`src/rtl/ddr3_avl_tester.sv`:
```
// ddr3_avl_tester
//   Avalon-MM initiator that exercises the DDR3 EMIF local slave port.
//   It waits for EMIF calibration, writes an LFSR pattern over NUM_WORDS words,
//   reads them back with up to MAX_OUTSTANDING pipelined reads, and compares
//   each returned word. The 4-bit status word feeds the ddr3_status PIO.
//
// Ports
//   clk, reset_n          : afi_half_clk domain, async active-low reset
//   start, seed           : one-cycle start pulse, LFSR seed sampled with it
//   local_init_done,
//   local_cal_success,
//   local_cal_fail        : EMIF calibration status
//   avl_*                 : Avalon-MM initiator (single-word bursts)
//   status                : [0] cal_ok, [1] busy, [2] pass, [3] fail
//   err_count             : mismatching words, saturating
//   first_fail_addr       : word address of the first mismatch
//   timeout_flag          : pass aborted for lack of forward progress
module ddr3_avl_tester #(
    parameter int ADDR_W          = 26,
    parameter int DATA_W          = 64,
    parameter int NUM_WORDS       = 1024,
    parameter int MAX_OUTSTANDING = 8,
    parameter int TIMEOUT         = 65535
) (
    input  logic                clk,
    input  logic                reset_n,
    input  logic                start,
    input  logic [31:0]         seed,
    input  logic                local_init_done,
    input  logic                local_cal_success,
    input  logic                local_cal_fail,
    output logic [ADDR_W-1:0]   avl_address,
    output logic                avl_read,
    output logic                avl_write,
    output logic [DATA_W-1:0]   avl_writedata,
    output logic [DATA_W/8-1:0] avl_byteenable,
    output logic [2:0]          avl_burstcount,
    input  logic                avl_waitrequest,
    input  logic [DATA_W-1:0]   avl_readdata,
    input  logic                avl_readdatavalid,
    output logic [3:0]          status,
    output logic [15:0]         err_count,
    output logic [ADDR_W-1:0]   first_fail_addr,
    output logic                timeout_flag
);

    localparam int CNT_W = ADDR_W + 1;
    localparam int OUT_W = $clog2(MAX_OUTSTANDING) + 1;
    localparam int TO_W  = $clog2(TIMEOUT + 1);

    // x^32 + x^22 + x^2 + x + 1, right-shifting Galois form
    localparam logic [31:0]      LFSR_TAPS = 32'h8020_0003;
    localparam logic [CNT_W-1:0] WORDS     = CNT_W'(NUM_WORDS);
    localparam logic [CNT_W-1:0] LAST_IDX  = CNT_W'(NUM_WORDS - 1);
    localparam logic [OUT_W-1:0] MAX_OUT   = OUT_W'(MAX_OUTSTANDING);
    localparam logic [TO_W-1:0]  TO_LAST   = TO_W'(TIMEOUT - 1);

    typedef enum logic [2:0] {
        IDLE,
        WAIT_CAL,
        WRITE,
        READ,
        DRAIN,
        DONE
    } state_t;

    function automatic logic [31:0] lfsr_next(input logic [31:0] v);
        return v[0] ? ((v >> 1) ^ LFSR_TAPS) : (v >> 1);
    endfunction

    function automatic logic [DATA_W-1:0] pattern(input logic [31:0] v);
        return {(DATA_W/64){v, ~v}};
    endfunction

    state_t            state;
    logic [31:0]       seed_q;
    logic [31:0]       wr_lfsr;
    logic [31:0]       exp_lfsr;
    logic [CNT_W-1:0]  wr_cnt;
    logic [CNT_W-1:0]  rd_issued;
    logic [CNT_W-1:0]  rd_rcvd;
    logic [OUT_W-1:0]  outstanding;
    logic [TO_W-1:0]   to_cnt;
    logic              cmp_valid;
    logic              cmp_mismatch;
    logic [ADDR_W-1:0] cmp_addr;
    logic              cal_ok;
    logic              busy;
    logic              pass;
    logic              fail;

    logic              active;
    logic              wr_accept;
    logic              rd_accept;
    logic              rdv_live;
    logic              progress;
    logic              timed_out;
    logic              abort;
    logic [CNT_W-1:0]  issued_nxt;
    logic [OUT_W-1:0]  out_nxt;
    logic [31:0]       seed_eff;
    logic [31:0]       wr_lfsr_nxt;

    assign avl_byteenable = '1;
    assign avl_burstcount = 3'd1;
    assign status         = {fail, pass, busy, cal_ok};

    always_comb begin
        active      = (state == WAIT_CAL) || (state == WRITE) ||
                      (state == READ)     || (state == DRAIN);
        wr_accept   = avl_write & ~avl_waitrequest;
        rd_accept   = avl_read & ~avl_waitrequest;
        // read data outside READ/DRAIN belongs to an abandoned pass
        rdv_live    = avl_readdatavalid & ((state == READ) || (state == DRAIN));
        progress    = wr_accept | rd_accept | avl_readdatavalid;
        timed_out   = ~progress & (to_cnt == TO_LAST);
        abort       = active & (local_cal_fail | timed_out);
        issued_nxt  = rd_issued + CNT_W'(rd_accept);
        out_nxt     = outstanding + OUT_W'(rd_accept) - OUT_W'(rdv_live);
        seed_eff    = (seed == 32'd0) ? 32'd1 : seed;
        wr_lfsr_nxt = lfsr_next(wr_lfsr);
    end

    always_ff @(posedge clk or negedge reset_n) begin
        if (!reset_n) begin
            state           <= IDLE;
            avl_address     <= '0;
            avl_read        <= 1'b0;
            avl_write       <= 1'b0;
            avl_writedata   <= '0;
            err_count       <= '0;
            first_fail_addr <= '0;
            timeout_flag    <= 1'b0;
            seed_q          <= 32'd1;
            wr_lfsr         <= 32'd1;
            exp_lfsr        <= 32'd1;
            wr_cnt          <= '0;
            rd_issued       <= '0;
            rd_rcvd         <= '0;
            outstanding     <= '0;
            to_cnt          <= '0;
            cmp_valid       <= 1'b0;
            cmp_mismatch    <= 1'b0;
            cmp_addr        <= '0;
            cal_ok          <= 1'b0;
            busy            <= 1'b0;
            pass            <= 1'b0;
            fail            <= 1'b0;
        end else begin
            cal_ok <= local_init_done & local_cal_success;

            // Compare stage 1: register the mismatch and its address.
            cmp_valid <= rdv_live;
            if (rdv_live) begin
                cmp_mismatch <= (avl_readdata != pattern(exp_lfsr));
                cmp_addr     <= rd_rcvd[ADDR_W-1:0];
                exp_lfsr     <= lfsr_next(exp_lfsr);
                rd_rcvd      <= rd_rcvd + 1'b1;
            end

            // Compare stage 2: accumulate into the result registers.
            if (cmp_valid && cmp_mismatch && active) begin
                if (err_count == '0)
                    first_fail_addr <= cmp_addr;
                if (err_count != '1)
                    err_count <= err_count + 16'd1;
            end

            to_cnt <= (active && !progress) ? to_cnt + 1'b1 : '0;

            if (abort) begin
                state        <= DONE;
                avl_read     <= 1'b0;
                avl_write    <= 1'b0;
                busy         <= 1'b0;
                pass         <= 1'b0;
                fail         <= 1'b1;
                timeout_flag <= ~local_cal_fail;
            end else begin
                case (state)
                    IDLE, DONE: begin
                        if (start) begin
                            state           <= WAIT_CAL;
                            err_count       <= '0;
                            first_fail_addr <= '0;
                            timeout_flag    <= 1'b0;
                            pass            <= 1'b0;
                            fail            <= 1'b0;
                            busy            <= 1'b1;
                            seed_q          <= seed_eff;
                            wr_lfsr         <= seed_eff;
                        end
                    end

                    WAIT_CAL: begin
                        if (local_init_done && local_cal_success) begin
                            state         <= WRITE;
                            avl_write     <= 1'b1;
                            avl_address   <= '0;
                            avl_writedata <= pattern(wr_lfsr);
                            wr_cnt        <= '0;
                        end
                    end

                    WRITE: begin
                        if (wr_accept) begin
                            wr_lfsr       <= wr_lfsr_nxt;
                            avl_writedata <= pattern(wr_lfsr_nxt);
                            avl_address   <= avl_address + 1'b1;
                            wr_cnt        <= wr_cnt + 1'b1;
                            if (wr_cnt == LAST_IDX) begin
                                state       <= READ;
                                avl_write   <= 1'b0;
                                avl_read    <= 1'b1;
                                avl_address <= '0;
                                exp_lfsr    <= seed_q;
                                rd_issued   <= '0;
                                rd_rcvd     <= '0;
                                outstanding <= '0;
                            end
                        end
                    end

                    READ: begin
                        rd_issued   <= issued_nxt;
                        outstanding <= out_nxt;
                        if (rd_accept)
                            avl_address <= avl_address + 1'b1;
                        // avl_read only falls after an accept, so a stalled
                        // request is always held.
                        if (issued_nxt == WORDS) begin
                            state    <= DRAIN;
                            avl_read <= 1'b0;
                        end else begin
                            avl_read <= (out_nxt < MAX_OUT);
                        end
                    end

                    DRAIN: begin
                        outstanding <= out_nxt;
                        // Wait one more cycle so the last compare has landed.
                        if (rd_rcvd == WORDS && !cmp_valid) begin
                            state <= DONE;
                            busy  <= 1'b0;
                            pass  <= (err_count == '0);
                            fail  <= (err_count != '0);
                        end
                    end

                    default: state <= IDLE;
                endcase
            end
        end
    end

endmodule

```
`config.mk`:
```
export PLATFORM = sky130hd
export DESIGN_NAME = ddr3_avl_tester
export DESIGN_NICKNAME = d
export VERILOG_FILES = /design/src/rtl/ddr3_avl_tester.sv
export SDC_FILE = /design/constraint.sdc
export NUM_CORES = 1
export LEC_CHECK = 0
export CAP_MARGIN = 20
export CORE_MARGIN = 8
export CORE_UTILIZATION = 41
export DETAILED_ROUTE_END_ITERATION = 12
export GPL_ROUTABILITY_DRIVEN = 0
export PLACE_DENSITY = 0.65
export SYNTH_ARGS = -nofsm -noshare
export SYNTH_HDL_FRONTEND = slang
export SYNTH_SLANG_ARGS = --single-unit
```
`constraint.sdc`:
```
create_clock -name clk -period 3.3 [get_ports clk]
set_input_delay 0.33 -clock clk [delete_from_list [all_inputs] [get_ports clk]]
set_output_delay 0.33 -clock clk [all_outputs]
set_load 0.01 [all_outputs]
```
Word-level counts from Yosys, hierarchy flattened --
Cells that the tools add are included.
Word-level totals: memory bits (read-only) 0, input bits 104, flip-flop bits (word level) 367, memories kept 0, bits in writable memories 0, bits in latches 0, output and inout port bits 150
Cells by class: equal/unequal tests 22, $mul 0, reductions and logical operators 38, shift-type cells 0, div/mod/pow operators 0, add/sub/neg operators 8, order comparisons 1, bitwise operators 18, mux-type cells 75
Operators with widths (number):
- 2-to-1 mux 32 bit | 10
- 2-to-1 mux 27 bit | 9
- 2-to-1 mux 26 bit | 9
- 2-to-1 mux 64 bit | 2
- case mux 64 bit (2 select lines) | 1
- case mux 27 bit (2 select lines) | 2
- 2-to-1 mux 16 bit | 6
- inverter 32 bit | 3
- case mux 26 bit (3 select lines) | 1
- inequality test 64 bit | 1
- case mux 32 bit (2 select lines) | 1
- adder 27 x 1 -> 27 bit, second input constant | 2
- == test 27 x 11 -> 1 bit, second input constant | 2
- adder 16 x 1 -> 16 bit, second input constant | 2
- logical NOT 32 bit | 1
- adder 27 x 1 -> 27 bit | 1
- == test 27 x 10 -> 1 bit, second input constant | 1
- adder 26 x 1 -> 26 bit, second input constant | 1
- 2-to-1 mux 3 bit | 7
- AND reduction 4 bit | 5
- 2-to-1 mux 1 bit | 18
- == test 16 bit, second input constant | 1
- logical NOT 16 bit | 1
- inequality test 16 bit, second input constant | 1
- other kinds (30) | 74

Longest topological paths before layout --
depth after elaboration 10, depth in mapped cells 15, mapped depth without buffers 12

Worst setup path after synthesis --
OpenSTA, ideal clock, no wires.
path type reg-to-reg, start reg avl_read, end reg state[0], period minus slack after synthesis 3.329 ns, arrival 3.205 ns, cell stages (with the launch flop) 12, setup slack -0.029 ns, cell sequence dfrtp_1 -> nor2b_1 -> ha_1 -> ha_1 -> buf_4 -> and2_1 -> nand3_2 -> or4_1 -> and3_1 -> or4_1 -> or4_4 -> o31a_1
On the way: longest elaborated chain between the ends 9, elaborated cells on any way between the ends 17, classes of those cells 1 x add/sub; 7 x eq/ne; 1 x mux; 7 x bitwise; 1 x reduce/logical
Ends and longest elaborated chain:
- from (decl) | line 33 | output logic avl_read,
- from (signal assigned) | line 235 | avl_read <= (out_nxt < MAX_OUT);
- AND 1 bit * | line 112 | rd_accept = avl_read & ~avl_waitrequest;
- parallel branches: the longest is 8 deep, another holds adder 27 x 1 -> 27 bit
- to (signal assigned) | line 126 | state <= IDLE;
- to (signal assigned) | line 172 | state <= DONE;
- to (signal assigned) | line 183 | state <= WAIT_CAL;
- to (decl) | line 75 | state_t state;
Every way passes the cells marked *. A chain may end at the register's enable or synchronous reset.

Worst setup path in the final report --
start reg avl_read, end reg state[1]
The elaborated chain is that of the path after synthesis.

==> results_dict.tcl <==
set metrics [dict create \
    status "completed" \
    setup_viol 0 \
    io_pins 254 \
    p_leak_uw 0.0102 \
    post_cts_buffers 0 \
    die_h_um 227 \
    fin_nets 2303 \
    drive_gt1_share_pct 9.29 \
    wire_per_inst_um 18.1 \
    cts_tree "done" \
    rows 77 \
    grt_first_pass_wirelength_um 81400 \
    tightestPinTransition_ns 0.885 \
    fin_skew_ns 0.0229 \
    power_uw 14900 \
    synth_common_cells "364 x dfrtp_1, 334 x nand2_1, 178 x nor2_1, 157 x o21ai_0, 105 x a21oi_1" \
    power.density_mw_per_mm2 650 \
    clkTransAtPathRegs_ns 0.06 \
    clockBufferDepth 3 \
    postSynth.asyncResetShare_pct 100 \
    ys_ff_latch 367 \
    grt_max_degree 99 \
    maxCapViolations 0 \
    worstSetupEndpointType "flop" \
    io_buffers 242 \
    ir_drop_mv 0.547 \
    drtIter0Drc 1071 \
    core_mm2 0.0441 \
    fin_crit_ns 3.25 \
    syn_area_per_cell_um2 9.36 \
    dp_hpwl_um 36600 \
    drc 0 \
    wirelength_um 50900 \
    drv_slew 0 \
    viasPerCell 5.37 \
    slew_headroom_pct 41.0 \
    hold_class "in -> async" \
    path_class "reg -> reg" \
    start_kind "flop" \
    fin_tns_setup_ns 0 \
    vias 15091 \
    htree_levels 2 \
    antenna_left 0 \
    synth.cell_area_mm2 0.0183 \
    clock_latency_ns 0.57 \
    yosysSeqAreaShare_pct 50.3 \
    fmax_mhz 308 \
    grtUsageTotal_pct 19.4 \
    drtPass1Iterations 7 \
    syn-instance-count 1952 \
    cts_buffers 41 \
    clkSinkCount 367 \
    synthFlopType "dfrtp_1" \
    grt_pass1_vias 14928 \
    setup_ws_ns 0.0497 \
    hold_ws_ns 0.404 \
    cts_root_buf "clkbuf_16" \
    pre_cts_ws_ns -0.430 \
    finalCritPeriodShare_pct 98.5 \
    finalHoldViolCount 0 \
    synth_area_leaders "dfrtp_1 50%, nand2_1 6.9%, o21ai_0 4.3%, nor2_1 3.7%, mux2i_1 3.3%" \
    synth-edff-count 0 \
    yosys_warnings 0 \
    crit_arrival_ns 3.70 \
    synth_cell_types 77 \
    yosysMostFrequentCell "dfrtp_1" \
    initial_core_util_pct 41.4 \
    die_x_um 227 \
    rsz0062_at_grt "false" \
    overflow 0 \
    synth_top_area_share_pct 49.8 \
    final_core_util_pct 51.8 \
    antenna_found_initial 4 \
    die_area_mm2 0.0516 \
    cp.required_ns 3.75 \
    synth.largest_area_cell "dfrtp_1" \
    area_growth_syn_to_layout_pct 25.2 \
    path_max_fanout 5 \
]
registers in the layout, indices dropped and copies added, names as in the netlist, 3 cells and up:
signal,flops
seed_q,32
rd_rcvd,27
wr_cnt,27
state,3
avl_writedata,64
avl_address,26
wr_lfsr,32
exp_lfsr,32
cmp_addr,26
to_cnt,16
err_count,16
first_fail_addr,26
rd_issued,27
outstanding,4
layer usage:
metal	vias to the layer above	global-route usage [%]	routed length (um)
met5	-	0	24
met4	4	5.73	1040
met3	62	4.86	3360
met2	331	31.0	24000
met1	7421	25.9	22500
li1	7273	-	-
layout make-up:
class                      count  area (um2)
antenna                        3        7.51
clock buffer                  60        1230
clock inverter                16         139
fill                        4078       21300
inverter                      22        82.6
multi-input combinational   1451        8540
sequential                   367        9190
tap                          592         741
timing repair buffer         301        2950
where the power goes:
group / switching (uW) / leakage, uW / internal [uW]
clock: 1880 / 0.000680 / 2750
sequential: 661 / 0.00483 / 5450
combinational: 2170 / 0.00470 / 1970
worst max-delay path: stages (launching register included):
cell and delay, ns:
dfrtp_1 0.40, nor2b_4 0.15, ha_2 0.19, ha_4 0.17, buf_4 0.15, xor2_1 0.14, or4_1 0.40, o31ai_1 0.09
nand4_1 0.14, or4_4 0.50, or4_4 0.53, a211o_1 0.27
placed cells by master (no fill, tap or decap), drive strengths merged, types with 16 or more instances in the layout:
master	n
a21oi	105
a31oi	16
and3	56
and3b	19
buf	59
clkbuf	60
clkdlybuf4s50	241
dfrtp	364
inv	22
mux2	34
mux2i	60
nand2	334
nand3	50
nand4	51
nor2	179
nor3	34
nor3b	20
nor4	33
o21a	33
o21ai	159
xnor2	39
xor2	61
logic make-up after synthesis:
| group | after synthesis | share of synthesized area (%) |
|---|---|---|
| AND/OR/NAND/NOR | 860 | 23.1 |
| AO/OA/AOI/OAI | 371 | 11.6 |
| flip-flops | 367 | 50.3 |
| other | 2 | 0.0411 |
| adder cells (fa/ha/maj) | 15 | 1.07 |
| XOR/XNOR | 100 | 4.79 |
| buffers and inverters | 143 | 3.70 |
| multiplexers | 94 | 5.38 |
path summary, 6_finish.rpt:
kind	from	end	slack, ns	cells after the start
min	reset_n	avl_writedata[55]$_DFFE_PN0P_	0.40	2
max reg2reg	avl_read$_DFFE_PN0P_	state[1]$_DFFE_PN0P_	0.05	11
max	avl_read$_DFFE_PN0P_	state[1]$_DFFE_PN0P_	0.05	11
min reg2reg	cmp_addr[20]$_DFFE_PN0P_	cmp_addr[20]$_DFFE_PN0P_	0.47	2
max in group asynchronous	reset_n	avl_writedata[48]$_DFFE_PN0P_	1.96	3
min in group clk	local_cal_fail	timeout_flag$_DFFE_PN0P_	0.43	2
timing repair:
action | 4_1_cts | 5_1_grt
setup endpoints to repair | 2 | 2
hold endpoints to repair | 92 | 0
pin swaps | 1 | 4
hold buffers | 1 | 0
resized for setup | 2 | 5
stage by stage:
| stage | area, um2 | instances |
|---|---|---|
| global placement | 21500 | 2732 |
| CTS | 22800 | 2809 |
| floorplan | 18300 | 1961 |
| detailed placement | 21500 | 2732 |
| finish | 22900 | 2812 |
| global route | 22900 | 2809 |
Note: power is estimated with default switching activity, not from simulation.
